[src/rtl/imem_loader.sv]
// Instruction-memory loader: packs a little-endian byte stream into 32-bit words
// and writes them to IMEM, holding the CPU off until the whole program is in place.
module imem_loader #(
  parameter logic [31:0] BASE_ADDR = 32'h0000_0000,
  parameter int          MAX_WORDS = 64
) (
  input  logic        clk,
  input  logic        reset,
  input  logic        start,
  input  logic [15:0] word_count,
  input  logic        in_valid,
  input  logic [7:0]  in_data,
  output logic        in_ready,
  output logic        mem_we,
  output logic [31:0] mem_addr,
  output logic [31:0] mem_wdata,
  output logic        cpu_hold,
  output logic        busy,
  output logic        done,
  output logic        error,
  output logic [15:0] words_loaded
);

  localparam logic [15:0] MAX_W = 16'(MAX_WORDS);

  typedef enum logic [1:0] {IDLE, RECV, WRITE, DONE} state_t;

  state_t      state, state_next;
  logic [1:0]  byte_idx;
  logic [15:0] count_q;
  logic        accept;

  assign accept = in_valid && in_ready;

  always_comb begin
    state_next = state;
    case (state)
      IDLE: begin
        if (start) begin
          if (word_count == 16'd0)
            state_next = DONE;
          else if (word_count <= MAX_W)
            state_next = RECV;
        end
      end
      RECV: begin
        if (accept && byte_idx == 2'd3)
          state_next = WRITE;
      end
      WRITE: begin
        if (words_loaded + 16'd1 == count_q)
          state_next = DONE;
        else
          state_next = RECV;
      end
      DONE:    state_next = IDLE;
      default: state_next = IDLE;
    endcase
  end

  // Status outputs are decoded from the next state so they are registered yet
  // line up exactly with the state they describe.
  always_ff @(posedge clk) begin
    if (reset) begin
      state        <= IDLE;
      byte_idx     <= 2'd0;
      count_q      <= 16'd0;
      in_ready     <= 1'b0;
      mem_we       <= 1'b0;
      mem_addr     <= BASE_ADDR;
      mem_wdata    <= 32'd0;
      cpu_hold     <= 1'b0;
      busy         <= 1'b0;
      done         <= 1'b0;
      error        <= 1'b0;
      words_loaded <= 16'd0;
    end else begin
      state    <= state_next;
      in_ready <= (state_next == RECV);
      mem_we   <= (state_next == WRITE);
      done     <= (state_next == DONE);
      busy     <= (state_next == RECV) || (state_next == WRITE);
      cpu_hold <= (state_next == RECV) || (state_next == WRITE);

      case (state)
        IDLE: begin
          if (start) begin
            if (word_count > MAX_W) begin
              error <= 1'b1;
            end else begin
              error        <= 1'b0;
              words_loaded <= 16'd0;
              byte_idx     <= 2'd0;
              mem_addr     <= BASE_ADDR;
              count_q      <= word_count;
            end
          end
        end
        RECV: begin
          if (accept) begin
            mem_wdata[{byte_idx, 3'b000} +: 8] <= in_data;
            byte_idx <= byte_idx + 2'd1;
          end
        end
        WRITE: begin
          words_loaded <= words_loaded + 16'd1;
          mem_addr     <= mem_addr + 32'd4;
          byte_idx     <= 2'd0;
        end
        default: ;
      endcase
    end
  end

endmodule

[config.mk]
export PLATFORM = sky130hd
export DESIGN_NAME = imem_loader
export DESIGN_NICKNAME = d
export VERILOG_FILES = /design/src/rtl/imem_loader.sv
export SDC_FILE = /design/constraint.sdc
export NUM_CORES = 1
export LEC_CHECK = 0
export ABC_AREA = 1
export CAP_MARGIN = 20
export CORE_UTILIZATION = 38
export CTS_CLUSTER_DIAMETER = 60
export DETAILED_ROUTE_END_ITERATION = 8
export SYNTH_ARGS = -nofsm -noshare
export SYNTH_HDL_FRONTEND = slang
export SYNTH_SLANG_ARGS = --single-unit
export TNS_END_PERCENT = 20
[constraint.sdc]
create_clock -name clk -period 1.9 [get_ports clk]
set_clock_uncertainty 0.1 [all_clocks]
set_input_delay 0.475 -clock clk [delete_from_list [all_inputs] [get_ports clk]]
set_output_delay 0.475 -clock clk [all_outputs]
set_load 0.005 [all_outputs]
# After elaboration in Yosys (flattened, before gate mapping)
# Cells that the tools add are included.
op_classes:
  eq_ne: 11
  mux: 18
  n_lt_le_gt_ge: 2
  bitwise_logic: 1
  add_sub_neg: 4
  shift: 2
  n_reduce_logical: 12
ops:
  columns: ["cell", "n"]
  rows:
  - ["$mux 32", 2]
  - ["$pmux 32 s2", 1]
  - ["$add 32x3->32 const B", 1]
  - ["$bwmux 32", 1]
  - ["$mux 16", 2]
  - ["$pmux 16 s2", 1]
  - ["$shift 8x7->32 const A", 1]
  - ["$shiftx 8x7->32", 1]
  - ["$add 16x1->16 const B", 1]
  - ["$eq 16x16->1", 1]
  - ["$gt 16x7->1 const B", 1]
  - ["$le 16x7->1 const B", 1]
  - ["$logic_not 16->1", 1]
  - ["$mux 2", 8]
  - ["$eq 2x2->1 const B", 5]
  - ["$pmux 2 s4", 1]
  - ["$neg 5->7", 1]
  - ["$ne 2x2->1 const B", 3]
  - ["$pmux 2 s3", 1]
  - ["$reduce_and 3->1", 2]
  - ["$eq 2x1->1 const B", 2]
  - ["$reduce_and 2->1", 2]
  - ["$reduce_and 4->1", 1]
  - ["$reduce_bool 3->1", 1]
  - ["other kinds (7)", 8]
totals:
  regBits: 105
  in_bits: 28
  output_inout_bits: 86
  elab_cells: 61

# Logic depth before layout (Yosys ltp)
depth:
  ltp_word: 7
  ltp_mapped: 18
  mapped_depth_nobuf: 18

# Least setup slack after synthesis
# No wires, ideal clock.
synth_timing:
  path_type: "reg2reg"
  startpoint: "reg words_loaded[0]"
  endpoint: "reg busy"
  stages_incl_launch_ff: 17
  path_buffers: 0
  setup_ps: 128
  slack_ps: -165
  arrival_ps: 1837
  synth_period_minus_slack_ps: 2065
  cell_sequence: "dfxtp_1 -> ha_1 -> nand2_2 -> nor2_4 -> nand2_1 -> nand2_1 -> nand2_1 -> nand2_1 -> nand2_1 -> nor2_1 -> nand3_1 -> nor2_1 -> nand2_1 -> nand2_1 -> nand2_2 -> ha_1 -> nor2_1"
synth_via:
  elab_chain_len: 6
  word_cells_on_any_way: 7
  classes_between: "add/sub: 1; eq/ne: 3; mux: 2; reduce/logical: 1"
synth_rtl:
  columns: ["item", "line_no", "rtl"]
  rows:
  - ["start, declared", "21", "output logic [15:0] words_loaded"]
  - ["start signal, assigned", "106", "words_loaded <= words_loaded + 16'd1;"]
  - ["$add 16x1->16 *", "51", "if (words_loaded + 16'd1 == count_q)"]
  - ["$eq 16x16->1 *", "51", null]
  - ["$mux 2 *", "51", null]
  - ["$pmux 2 s4 *", "37", "case (state)"]
  - ["$eq 2x1->1 or $eq 2x2->1 (tied branches)", "82", "busy <= (state_next == RECV) || (state_next == WRITE);"]
  - ["$logic_or 1x1->1 *", "82", null]
  - ["end signal, assigned", "82", null]
  - ["end, declared", "18", "output logic busy,"]
# Mark *: on every way between the ends. The rest lies on a longest branch, timed or not.
# A chain may end at the register's enable or synchronous reset.

# Worst setup path after layout
# Same ends and word-level chain as after synthesis.

==> flow_summary.json <==
{
  "dpl.hpwl_um": 11800,
  "cts.sinks": 103,
  "grt_max_degree": 69,
  "antenna_found_initial": 0,
  "dieHeight_um": 122,
  "synth_adder_area_share": 0.0230,
  "wire_per_inst_um": 13.9,
  "ios": 114,
  "comb_power_share": 0.132,
  "slowest_delay_ns": 0.38,
  "whs_ns": 0.367,
  "period_minus_slack_ns": 2.15,
  "final_common_cell": "nand2_1",
  "die_x_um": 122,
  "num_vias": 5878,
  "first_pass_iters": 5,
  "cp_data_required_time_ns": 2.04,
  "final_cell_mix": "nand2_1, buf_4, inv_1",
  "finalSetupTns_ns": -6.13,
  "setup_violations": 55,
  "antenna_left": 0,
  "irDropWorstVdd_v": 0.000525,
  "tritoncts": "yes",
  "clkLatencyLatePin_ns": 0.35,
  "rsz0062_at_grt": "true",
  "clk_pin_slew_ns": 0.07,
  "grtUsageMet3": 0.0623,
  "die-area_um2": 14800,
  "syn_area_per_cell_um2": 6.69,
  "drc_errors": 0,
  "yosysUniqueCellTypes": 33,
  "rows": 43,
  "place.gp.congestion": 0.839,
  "busiest_layer": "met2",
  "grt_use_total": 0.232,
  "hold_class": "reg2reg",
  "worst_slack_ns": -0.247,
  "grtUsageMet2": 0.374,
  "synth_compound_area_frac": 0.126,
  "intPower_mw": 3.56,
  "yosys_warnings": 0,
  "area_growth_syn_to_layout_pct": 47.5,
  "fmax_ghz": 0.466,
  "numCtsBuffers": 9,
  "seqPwrFrac": 0.457,
  "cp_slowest_cell": "dfxtp_4",
  "p_leak_nw": 3.55,
  "grt_pass1_wl_um": 26600,
  "worst_setup_path_start_kind": "flop",
  "status": "finished with violations",
  "ys_seq_elements": 103,
  "synth_top_family_by_area": "simple AND/OR/NAND/NOR gates",
  "netlist_instances": 812,
  "maxCapViolations": 0,
  "path_cells": "ha_4 > nand2_4 > nor2_4 > buf_4 > nand4_1 > nand3b_1 > nand2_1 > nor2_1 > nand2_1 > nor2_1 > nand2_1 > nand2_1 > nand2_2 > ha_4 > nor2_2",
  "crit_path_end_kind": "flop",
  "netlist_area_um2": 5430,
  "vias_per_cell": 4.92,
  "ctsLongestPathBuffers": 2,
  "grt-ovfl-total": 0,
  "synthXorXnorAreaFrac": 0.0196,
  "grt_pass1_vias": 5326,
  "violations": "setup timing",
  "path_max_fanout": 6,
  "clock-root-buffer": "clkbuf_16",
  "drive_above_1_share": 0.204,
  "core_region_area_um2": 13900,
  "grt.met1_usage": 0.301,
  "p_switching_mw": 1.22,
  "arrival_ns": 2.29,
  "fin_crit_sh": 1.13,
  "start_util": 0.390,
  "port_buffers": 111,
  "hold_viol": 0,
  "synthSimpleGateAreaFrac": 0.357,
  "crit_top_cell": "nand2_1",
  "powerDensity_nw_per_um2": 597,
  "wirelength_um": 16600,
  "htreeDepth": 3,
  "layout.nets": 1048,
  "critPathKind": "reg2reg",
  "slew_violations": 0,
  "synthMuxAreaShare": 0,
  "diodes": 0,
  "drtIter0Drc": 422,
  "ys_seq_area_frac": 0.380,
  "clkPwrFrac": 0.411,
  "p_sw_frac": 0.256
}
-- logic make-up (layout without fill, tap and decap cells) --
| logic type | after synthesis | after routing |
|---|---|---|
| adder cells (fa/ha/maj) | 10 | 10 |
| other | 1 | 2 |
| XOR/XNOR | 9 | 9 |
| flip-flops | 103 | 103 |
| buffers and inverters | 129 | 331 |
| AO/OA/AOI/OAI | 128 | 128 |
| AND/OR/NAND/NOR | 432 | 432 |
-- critical path: cells and delay by family, from the launching register on --
family | cells | cell delay [ns]
flip-flops | 1 | 0.38
AND/OR/NAND/NOR | 12 | 0.95
adder cells (fa/ha/maj) | 2 | 0.45
buffers and inverters | 1 | 0.15
-- state kept, by name, indices dropped and copies added, names as in the netlist --
signal	flops
busy	1
byte_idx	2
count_q	16
done	1
error	1
in_ready	1
mem_addr	30
mem_wdata	32
mem_we	1
state	2
words_loaded	16
-- what timing repair did --
item | in CTS | in global routing
resized for setup | 69 | 37
buffers inserted | 6 | 3
endpoints found under the hold margin | 0 | 0
hold buffers | 0 | 0
gates cloned | 2 | 0
endpoints found under the setup margin | 55 | 102
pin swaps | 17 | 6
-- final timing paths --
kind | start | end | slack [ns] | depth (start not counted)
max | words_loaded[0]$_SDFFE_PP0P_ | busy$_SDFF_PP0_ | -0.25 | 15
min | count_q[15]$_SDFFE_PP0P_ | count_q[15]$_SDFFE_PP0P_ | 0.37 | 2
max reg2reg | words_loaded[0]$_SDFFE_PP0P_ | busy$_SDFF_PP0_ | -0.25 | 15
min reg2reg | count_q[15]$_SDFFE_PP0P_ | count_q[15]$_SDFFE_PP0P_ | 0.37 | 2
-- per-layer routing --
metal | up-vias | routed length, µm
met3 | 21 | 1130
met4 | 0 | 301
met1 | 2629 | 7640
met5 | - | 0
met2 | 179 | 7500
li1 | 3049 | -
-- cells in the mapped netlist (all sizes together) --
| master | count | area [µm²] |
|---|---|---|
| or2 | 7 | 43.8 |
| a21o | 1 | 7.51 |
| nor2 | 74 | 310 |
| nand3 | 66 | 330 |
| a211oi | 1 | 7.51 |
| dfxtp | 103 | 2060 |
| and2 | 1 | 6.26 |
| ha | 10 | 125 |
| o211a | 8 | 80.1 |
| xnor3 | 2 | 45.0 |
| o21ai | 37 | 185 |
| nor3 | 18 | 95.1 |
| inv | 99 | 372 |
| nand4 | 29 | 181 |
| nand2 | 213 | 807 |
| conb | 1 | 3.75 |
| buf | 15 | 82.6 |
| nor4 | 6 | 37.5 |
| xor2 | 6 | 52.6 |
| a21oi | 81 | 405 |
| xnor2 | 1 | 8.76 |
| nand3b | 9 | 67.6 |
| nor3b | 1 | 7.51 |
| clkbuf | 15 | 56.3 |
| or3 | 8 | 50.1 |
-- power groups by stage --
| stage | logic, mW | registers [mW] | clock network, mW |
|---|---|---|---|
| 6_report | 0.631 | 2.18 | 1.96 |
| 3_3_place_gp | 0.524 | 2.24 | 0 |
| 4_1_cts | 0.611 | 2.19 | 2.03 |
| 3_5_place_dp | 0.524 | 2.24 | 0 |
| 5_1_grt | 0.685 | 2.19 | 2.12 |
| 2_1_floorplan | 0.249 | 2.24 | 0 |
-- final cells by class --
| cell class | count | area [µm²] |
|---|---|---|
| flip-flops and latches | 103 | 2130 |
| fillers | 1366 | 5930 |
| well taps | 180 | 225 |
| multi-input cells | 581 | 2980 |
| clock inverters | 6 | 67.6 |
| repair buffers | 216 | 1980 |
| inverters | 99 | 372 |
| clock buffers | 10 | 250 |
-- through the flow --
step	instance area (µm²)	setup WS, ns	total power, mW	util	cells
2_1_floorplan	5460	-0.0471	2.49	-	813
3_3_place_gp	7410	-0.408	2.77	0.531	1169
3_5_place_dp	7410	-0.468	2.77	0.531	1169
4_1_cts	7910	-0.241	4.83	0.567	1193
5_1_grt	8010	-0.397	4.99	0.575	1195
6_report	8010	-0.247	4.78	0.575	1195
No activity file was read; power rests on OpenSTA's default activity.
